==> config.mk <==
export PLATFORM = sky130hd
export DESIGN_NAME = quadrature_gen
export DESIGN_NICKNAME = d
export VERILOG_FILES = /design/src/rtl/quadrature_gen.sv
export SDC_FILE = /design/constraint.sdc
export NUM_CORES = 1
export LEC_CHECK = 0
export CAP_MARGIN = 20
export CORE_MARGIN = 2
export CORE_UTILIZATION = 37
export DETAILED_ROUTE_END_ITERATION = 12
export GPL_ROUTABILITY_DRIVEN = 0
export HOLD_SLACK_MARGIN = 0.02
export PLACE_DENSITY = 0.59
export SLEW_MARGIN = 5
export SYNTH_ARGS = -nofsm -noshare
export SYNTH_HDL_FRONTEND = slang
export SYNTH_SLANG_ARGS = --single-unit
==> constraint.sdc <==
create_clock -name clk -period 2.09 [get_ports clk]
set_input_delay 0.418 -clock clk [delete_from_list [all_inputs] [get_ports clk]]
set_output_delay 0.418 -clock clk [all_outputs]
set_load 0.01 [all_outputs]
==> src/rtl/quadrature_gen.sv <==
//-----------------------------------------------------------------------------
// quadrature_gen
//
// Purpose:
//   Emits a programmable burst of quadrature transitions on enc_a/enc_b.
//   A command (direction + transition count) is accepted while idle. Each
//   transition is followed by a hold of PHASE_CYCLES clocks, during which the
//   (a,b) state stays stable. A signed running position follows every
//   transition. After the last transition the block waits one full hold
//   before it reports ready again.
//
// Ports:
//   clk        in   1  sole clock, rising edge
//   reset      in   1  synchronous, active-low reset
//   cmd_valid  in   1  step command offered
//   cmd_dir    in   1  1 = forward (A leads B), 0 = reverse (B leads A)
//   cmd_count  in   8  number of transitions to emit (0 = no-op)
//   cmd_ready  out  1  block can accept a command (state is IDLE)
//   enc_a      out  1  quadrature channel A, registered
//   enc_b      out  1  quadrature channel B, registered
//   busy       out  1  command in progress (inverse of cmd_ready)
//   position   out  8  net transitions emitted since reset, mod 256
//
// Parameters:
//   PHASE_CYCLES  clocks between consecutive transitions (2..255; 8..255
//                 when bounce emulation is enabled)
//
// Build option:
//   QUADRATURE_GEN_BOUNCE_EN  when defined, the line that changes on each
//                             transition follows new,old,new,old,new over
//                             five clocks before settling (contact bounce
//                             emulation). Position still counts once.
//-----------------------------------------------------------------------------
module quadrature_gen #(
    parameter int PHASE_CYCLES = 16
) (
    input  logic       clk,
    input  logic       reset,
    input  logic       cmd_valid,
    input  logic       cmd_dir,
    input  logic [7:0] cmd_count,
    output logic       cmd_ready,
    output logic       enc_a,
    output logic       enc_b,
    output logic       busy,
    output logic [7:0] position
);

    localparam int CW = $clog2(PHASE_CYCLES + 1);

    // Hold counter value on the last held cycle before the idle return,
    // and on the cycle before a follow-on STEP (STEP itself is the final
    // held cycle of that phase).
    localparam logic [CW-1:0] HOLD_LAST = CW'(PHASE_CYCLES);
    localparam logic [CW-1:0] HOLD_PRE  = CW'(PHASE_CYCLES - 1);
    localparam logic [CW-1:0] CNT_ONE   = CW'(1);
    localparam logic [CW-1:0] CNT_ZERO  = CW'(0);

    typedef enum logic [1:0] {
        IDLE = 2'd0,
        STEP = 2'd1,
        HOLD = 2'd2
    } state_e;

    // Next quadrature state, ab = {a, b}.
    // Forward 00->10->11->01->00 : a' = ~b, b' = a
    // Reverse 00->01->11->10->00 : a' =  b, b' = ~a
    function automatic logic [1:0] quad_next(input logic [1:0] ab, input logic fwd);
        logic [1:0] nxt;
        if (fwd) begin
            nxt = {~ab[0], ab[1]};
        end else begin
            nxt = {ab[0], ~ab[1]};
        end
        return nxt;
    endfunction

    state_e        state_q, state_d;
    logic [1:0]    ab_q, ab_d;
    logic [7:0]    pos_q, pos_d;
    logic [CW-1:0] cnt_q, cnt_d;
    logic [7:0]    rem_q, rem_d;
    logic          dir_q, dir_d;
    logic          ready_q, ready_d;
    logic          busy_q, busy_d;

    // Next-state and datapath: command capture, transition emission, hold timing.
    always_comb begin
        state_d = state_q;
        ab_d    = ab_q;
        pos_d   = pos_q;
        cnt_d   = cnt_q;
        rem_d   = rem_q;
        dir_d   = dir_q;

        case (state_q)
            IDLE: begin
                if (cmd_valid) begin
                    dir_d = cmd_dir;
                    rem_d = cmd_count;
                    // A zero-length command is accepted but leaves us idle.
                    if (cmd_count != 8'd0) begin
                        state_d = STEP;
                    end else begin
                        state_d = IDLE;
                    end
                end else begin
                    state_d = IDLE;
                end
            end

            STEP: begin
                // The transition lands on the edge that leaves STEP.
                ab_d    = quad_next(ab_q, dir_q);
                if (dir_q) begin
                    pos_d = pos_q + 8'd1;
                end else begin
                    pos_d = pos_q - 8'd1;
                end
                rem_d   = rem_q - 8'd1;
                cnt_d   = CNT_ONE;
                state_d = HOLD;
            end

            HOLD: begin
                if ((rem_q != 8'd0) && (cnt_q == HOLD_PRE)) begin
                    cnt_d   = cnt_q + CNT_ONE;
                    state_d = STEP;
                end else if ((rem_q == 8'd0) && (cnt_q == HOLD_LAST)) begin
                    cnt_d   = CNT_ZERO;
                    state_d = IDLE;
                end else begin
                    cnt_d   = cnt_q + CNT_ONE;
                    state_d = HOLD;
                end
            end

            default: begin
                state_d = IDLE;
                cnt_d   = CNT_ZERO;
                rem_d   = 8'd0;
            end
        endcase

        ready_d = (state_d == IDLE);
        busy_d  = (state_d != IDLE);
    end

    // State and datapath registers with synchronous active-low reset.
    always_ff @(posedge clk) begin
        if (!reset) begin
            state_q <= IDLE;
            ab_q    <= 2'b00;
            pos_q   <= 8'd0;
            cnt_q   <= CNT_ZERO;
            rem_q   <= 8'd0;
            dir_q   <= 1'b0;
            ready_q <= 1'b1;
            busy_q  <= 1'b0;
        end else begin
            state_q <= state_d;
            ab_q    <= ab_d;
            pos_q   <= pos_d;
            cnt_q   <= cnt_d;
            rem_q   <= rem_d;
            dir_q   <= dir_d;
            ready_q <= ready_d;
            busy_q  <= busy_d;
        end
    end

    assign cmd_ready = ready_q;
    assign busy      = busy_q;
    assign position  = pos_q;

`ifdef QUADRATURE_GEN_BOUNCE_EN
    // Bounce emulation: ab_q is the clean logical state; enc_q is what the
    // outside world sees. bph_q walks 1..4 through the four post-edge
    // cycles; odd phases show the old level on the changed line.
    logic       step_s;
    logic [2:0] bph_q, bph_d;
    logic [1:0] chg_q, chg_d;
    logic [1:0] enc_q, enc_d;

    assign step_s = (state_q == STEP);

    // Bounce pattern sequencing for the changed line.
    always_comb begin
        bph_d = bph_q;
        chg_d = chg_q;
        enc_d = ab_q;
        if (step_s) begin
            enc_d = ab_d;
            chg_d = ab_d ^ ab_q;
            bph_d = 3'd1;
        end else if (bph_q != 3'd0) begin
            if (bph_q[0]) begin
                enc_d = ab_q ^ chg_q;
            end else begin
                enc_d = ab_q;
            end
            if (bph_q == 3'd4) begin
                bph_d = 3'd0;
            end else begin
                bph_d = bph_q + 3'd1;
            end
        end else begin
            enc_d = ab_q;
        end
    end

    // Bounce output registers.
    always_ff @(posedge clk) begin
        if (!reset) begin
            bph_q <= 3'd0;
            chg_q <= 2'b00;
            enc_q <= 2'b00;
        end else begin
            bph_q <= bph_d;
            chg_q <= chg_d;
            enc_q <= enc_d;
        end
    end

    assign enc_a = enc_q[1];
    assign enc_b = enc_q[0];
`else
    assign enc_a = ab_q[1];
    assign enc_b = ab_q[0];
`endif

endmodule

==> impl_results.md, run 1 <==
* Post-Syn Area at 1740 um^2
* Seq/Total Area, Yosys at 0.322
* Family with the most delay on the worst path: simple AND/OR/NAND/NOR gates
* Failing checks: setup timing
* Height of the die at 72.6 um
* Worst hold slack at 0.484 ns
* Finished Layout Cells at 288
* GRT Overall Usage at 0.163
* Total power per unit cell area at 727 nW/um^2
* Port-buffer cells at 23
* Detailed Route Iter0 Violations at 79
* Cells after Synth at between 200 and 250
* Fin crit share at 1.06
* Leading register cell type out of synthesis: dfxtp_1
* I/O pins at 24
* Reg2Reg Setup Slack at -0.13 ns
* Status: finished with violations
* Initial core utilization at 0.392
* Final setup viols at 7
* Clock transition at path regs at about 0.10 ns
* CP Capture Type: flop
* Worst Path Buf+Inv at 1
* Setup TNS at -0.551 ns
* Core Region at 4440 um^2
* Worst clock skew at 0.00342 ns
* Area Growth Syn to Fin at 27.5%
* Via Count at ~1500
* Startpoint Class: flop
* ANT cells at 0
* First-pass GRT wire length at 6.82 mm
* Die width at 72.6 um
* Slew Limit Fails at 0
* Wirelength per Cell at 13.7 um
* Tmin final at 2.22 ns
* Worst Hold Class: reg -> reg
* Initial antenna violation count at 0
* Final Hold Vio Count at 0
* Syn_area_per_cell at 8.66 um^2
* Layout cells sized above 1 at 0.131
* Max cap viols at 0
* WP depth at 6
* Placed Cells at roughly 280
* Rel. slew slack at 0.768
* Worst IR Drop VDD at 0.366 mV
* LEAKAGE at ~0.91 nW
* Ys Warns at 0
* Num CTS Buffers at 3
* Worst hold stages at 2
* Peak Freq at 450 MHz
* Post-synth ARST share at 0
* Overflow after GRT at 0
* Reg2reg path depth at 6
* Post-synth EDFFs at 0
* CTS tree: built
* Clock sink count at 28
* CP Class: reg -> reg
* Vias in the first global route at 1524
* Max incr delay on CP at 0.52 ns
* Final design utilization at 0.499
* Die area at 5270 um^2
* WL final at 3.95 mm
* Row count at 24
* Post-synthesis register bit count at 28
* Worst-path cell chain: or4_4 > or4b_4 > o41ai_4 > buf_4 > o31ai_4 > o21a_1
* Pre-CTS setup slack at -0.115 ns
* Fillers at roughly 440
* Root Driver: clkbuf_8
* Clk_lat worst skew at 0.28 ns
* Syn Nets at 229
* CTS H-Tree Depth at 1
* # DRC at 0
* Worst path slowest cell: or4_4
* Pin count of the biggest net entering global routing at 31
* WP data required at 2.27 ns
* Worst EP arrival at 2.41 ns
* HPWL after detailed placement at approximately 2.9 mm
* Final antenna-violating net count at 0
* Worst Tran Pin Value at 0.345 ns
* Critical-path maximum fanout at 5
* Final #Nets at 265
* Fin worst setup slack at -0.131 ns
* CTS max path bufs at 2
* Hold buffer count at CTS at 0
* RSZ-0062 raised after global routing: yes
* Vias per inst at 5.31
* Distinct cells, synth at 41
* DR pass1 iterations at 4
## layer usage
layer  routed length [um]  vias up  GRT usage
li1                     -      786          -
met1                 1910      715      0.212
met2                 1850       27      0.267
met3                  152        2     0.0318
met4                   34        0     0.0597
met5                    0        -          0
## cell families (layout without fill, tap and decap cells)
kind of cell / Yosys count / count (layout) / share of synthesized area
compound gates: 47 / 47 / 0.196
xor+xnor: 7 / 7 / 0.0352
fa+ha+maj: 16 / 16 / 0.119
buf+inv: 24 / 59 / 0.0518
flops: 28 / 28 / 0.322
mux: 8 / 8 / 0.0460
simple gates: 71 / 71 / 0.230
## layout make-up
class                   instances  area, um^2  area share
clock buffers                   3        41.3      0.0186
clock inverters                 1        30.0      0.0135
inverters                      16        60.1      0.0271
multi-input cells             149        1110       0.500
flip-flops and latches         28         563       0.254
well taps                      52        65.1      0.0293
repair buffers                 39         350       0.158
## Yosys cell counts, drive strengths merged, types with 2 or more instances
cell type	count	area, um^2
a21oi	9	45.0
o21ai	8	40.0
or3	2	12.5
inv	16	60.1
nor3b	2	15.0
o31ai	7	52.6
or4b	3	33.8
dfxtp	28	561
nand2b	2	12.5
o211ai	2	15.0
a31oi	2	12.5
ha	15	188
nor2	10	37.5
clkbuf	7	26.3
a21boi	3	22.5
and3	6	37.5
nor4	2	12.5
xor2	2	17.5
a221oi	7	61.3
nand3	6	30.0
a21o	3	22.5
and2	4	25.0
xnor2	5	43.8
nor2b	13	81.3
mux2i	8	80.1
nand2	15	56.3
## worst reg2reg max path, stage by stage, from the launching register on
cell and delay, ns:
dfxtp_2 0.33, or4_4 0.52, or4b_4 0.52, o41ai_4 0.32, buf_4 0.20, o31ai_4 0.06, o21a_1 0.18
## flip-flops by register name, summed over array words and instances, names as in the netlist
register / cells
position: 8
rem_q: 8
cnt_q: 5
ab_q: 2
state_q: 2
busy: 1
cmd_ready: 1
dir_q: 1
## cell usage in the layout, fill, tap and decap left out, drive strengths merged, types with 3 or more instances in the layout
cell type and n:
a21boi 3, a21o 3, a21oi 9, a221oi 7, and2 4, and3 6, buf 16, clkbuf 3
clkdlybuf4s50 23, dfxtp 28, ha 15, inv 16, mux2i 8, nand2 15, nand3 6, nor2 10
nor2b 13, o21ai 8, o31ai 7, or4b 3, xnor2 5
## report_power, final
part           internal [mW]  switching [mW]
sequential             0.583          0.0405
clock                  0.257           0.182
combinational          0.282           0.267
## per-stage QoR
step | area [um^2] | total power [mW]
5_1_grt | 2220 | 1.72
2_1_floorplan | 1740 | 0.978
3_3_place_gp | 2120 | 1.17
6_report | 2220 | 1.61
3_5_place_dp | 2120 | 1.17
4_1_cts | 2190 | 1.62
## timing repair
action / 4_1_cts / 5_1_grt
endpoints found under the setup margin: 8 / 11
pin swaps: 0 / 4
gates cloned: 0 / 0
buffers inserted: 0 / 1
resized for setup: 1 / 6
endpoints found under the hold margin: 0 / 0
## worst paths after layout
| path | startpoint | end |
|---|---|---|
| worst max register to register | rem_q[5] | busy |
| worst min-delay path | position[7] | position[7] |
| worst max-delay path | rem_q[5] | busy |
| worst min register to register | position[7] | position[7] |
No activity file was read; power rests on OpenSTA's default activity.
==> run 2: changes to the inputs <==
- PLACE_DENSITY: 0.59 -> unset
- PLACE_DENSITY_LB_ADDON: unset -> 0.2
==> run 2 against run 1 <==
The run still ends with setup timing left. Clock skew rose by 0.0025 ns. Combinational power is 2% higher. First-iteration DRC count rose by 10%. Sequential power hardly changed. Register-to-register slack improved by 0.03 ns. Cell count up 0.69%. Setup slack gained 0.028 ns. Critical path type unchanged.
==> impl_results.md, run 2 (same netlist as run 1, synthesis figures left out) <==
* Status: finished with violations
* Failing checks: setup timing
* Fin worst setup slack at -0.103 ns
* Vias per inst at ~5.2
* Via Count at 1512
* WP data required at 2.28 ns
* I/O pins at 24
* Wirelength per Cell at 13.5 um
* Initial core utilization at 0.392
* Overflow after GRT at 0
* Placed Cells at 283
* Die area at 5270 um^2
* Worst EP arrival at 2.38 ns
* Max cap viols at 0
* Clock sink count at 28
* First-pass GRT wire length at between 6 and 7 mm
* CP Launch Point: rem_q[5]
* Worst hold slack at 0.480 ns
* Worst IR Drop VDD at 0.285 mV
* Rel. slew slack at 0.547
* Power Total at 1.53 mW
* Total power per unit cell area at 684 nW/um^2
* Fin crit share at 1.05
* Worst clock skew at 0.00593 ns
* Row count at 24
* CTS max path bufs at 2
* Initial antenna violation count at 0
* Hold buffer count at CTS at 0
* Port-buffer cells at 23
* DR pass1 iterations at 4
* Worst path slowest cell: or4_4
* Area Growth Syn to Fin at 28.8%
* Reg2Reg Setup Slack at -0.10 ns
* GRT Overall Usage at 0.158
* Core Region at 4440 um^2
* # DRC at 0
* Worst Tran Pin Value at 0.679 ns
* Most common library cell in the layout ignoring fill and taps: dfxtp_1
* Hold_sp: position[7]
* Worst hold stages at 2
* Peak Freq at 456 MHz
* RSZ-0062 raised after global routing: yes
* Max incr delay on CP at 0.52 ns
* Vias in the first global route at around 1400
* Num CTS Buffers at 3
* Final setup viols at 8
* ANT cells at 0
* Worst R2R Start: rem_q[5]
* FF-to-FF End: busy
* Detailed Route Iter0 Violations at 87
* CTS tree: built
* CP Capture Type: flop
* Clk_lat worst skew at approximately 0.28 ns
* GR Util met2 at 0.240
* Met1 GRT Util at 0.218
* Critical-path maximum fanout at 4
* Startpoint Class: flop
* Height of the die at roughly 73 um
* Die width at about 73 um
* WL final at 3.92 mm
* Final antenna-violating net count at 0
* Hold Path End: position[7]
* Tmin final at 2.19 ns
* Clock transition at path regs at 0.10 ns
* Final Hold Vio Count at 0
* HPWL after detailed placement at 2.75 mm
* Final #Nets at about 270
* Setup TNS at -0.600 ns
* Worst Hold Class: reg -> reg
* Finished Layout Cells at 290
* LEAKAGE at between 0.9 and 1 nW
* Met3 global-route usage at 0.0138
* Most frequent cells in the layout: dfxtp_1 (26), clkdlybuf4s50_1 (23), buf_4 (18)
* Reg2reg path depth at 6
* Root Driver: clkbuf_8
* CP Class: reg -> reg
* Layout cells sized above 1 at 0.160
* Worst-path cell chain: or4_4 > or4b_4 > o41ai_4 > buf_4 > o31ai_4 > o21a_1
* Slew Limit Fails at 0
* Layer with the highest usage: met2
* Pin count of the biggest net entering global routing at 31
* CTS H-Tree Depth at 1
## run 2: report_power, final
group	internal (mW)	leakage, nW	switching (mW)
combinational	0.290	0.654	0.269
sequential	0.583	0.230	0.0407
clock	0.169	0.0288	0.183
## run 2: what timing repair did
item / CTS / global route
setup buffers: 2 / 1
pin swaps: 1 / 7
gates resized for setup: 6 / 11
setup endpoints to repair: 8 / 13
## run 2: layout make-up
cell class              count  area, um^2
inverters                  16        60.1
multi-input cells         149        1130
flip-flops and latches     28         563
fillers                   431        2200
well taps                  52        65.1
repair buffers             41         365
clock buffers               4        55.1
## run 2: worst max-delay path, delay by kind of cell, from the launching register on
kind                   cells  cell delay, ns
buffers and inverters      1            0.19
and+or+nand+nor            2            1.04
DFF                        1            0.33
AOI/OAI and AO/OA          3            0.53
## run 2: metrics by stage
| stage | setup WS [ns] | util | instance area, um^2 |
|---|---|---|---|
| 6_report | -0.103 | 0.505 | 2240 |
| 2_1_floorplan | -0.0295 | - | 1740 |
| 3_5_place_dp | -0.0989 | 0.477 | 2120 |
| 4_1_cts | -0.0935 | 0.494 | 2200 |
| 3_3_place_gp | -0.0794 | 0.477 | 2120 |
| 5_1_grt | -0.189 | 0.505 | 2240 |
## run 2: worst max-delay path by stage
stage	end	slack, ns	cells past startpoint
after global routing	cnt_q[2]	-0.19	7
after detailed placement	cnt_q[3]	-0.1	6
after floorplan	cnt_q[3]	-0.03	6
after CTS	busy	-0.09	6
after global placement	cnt_q[3]	-0.08	6
final	busy	-0.10	6
## run 2: routing by layer
layer | wire length [um] | part of all wire
met1 | 1990 | 0.51
met2 | 1720 | 0.44
met3 | 104 | 0.027
met4 | 106 | 0.027
met5 | 0 | 0
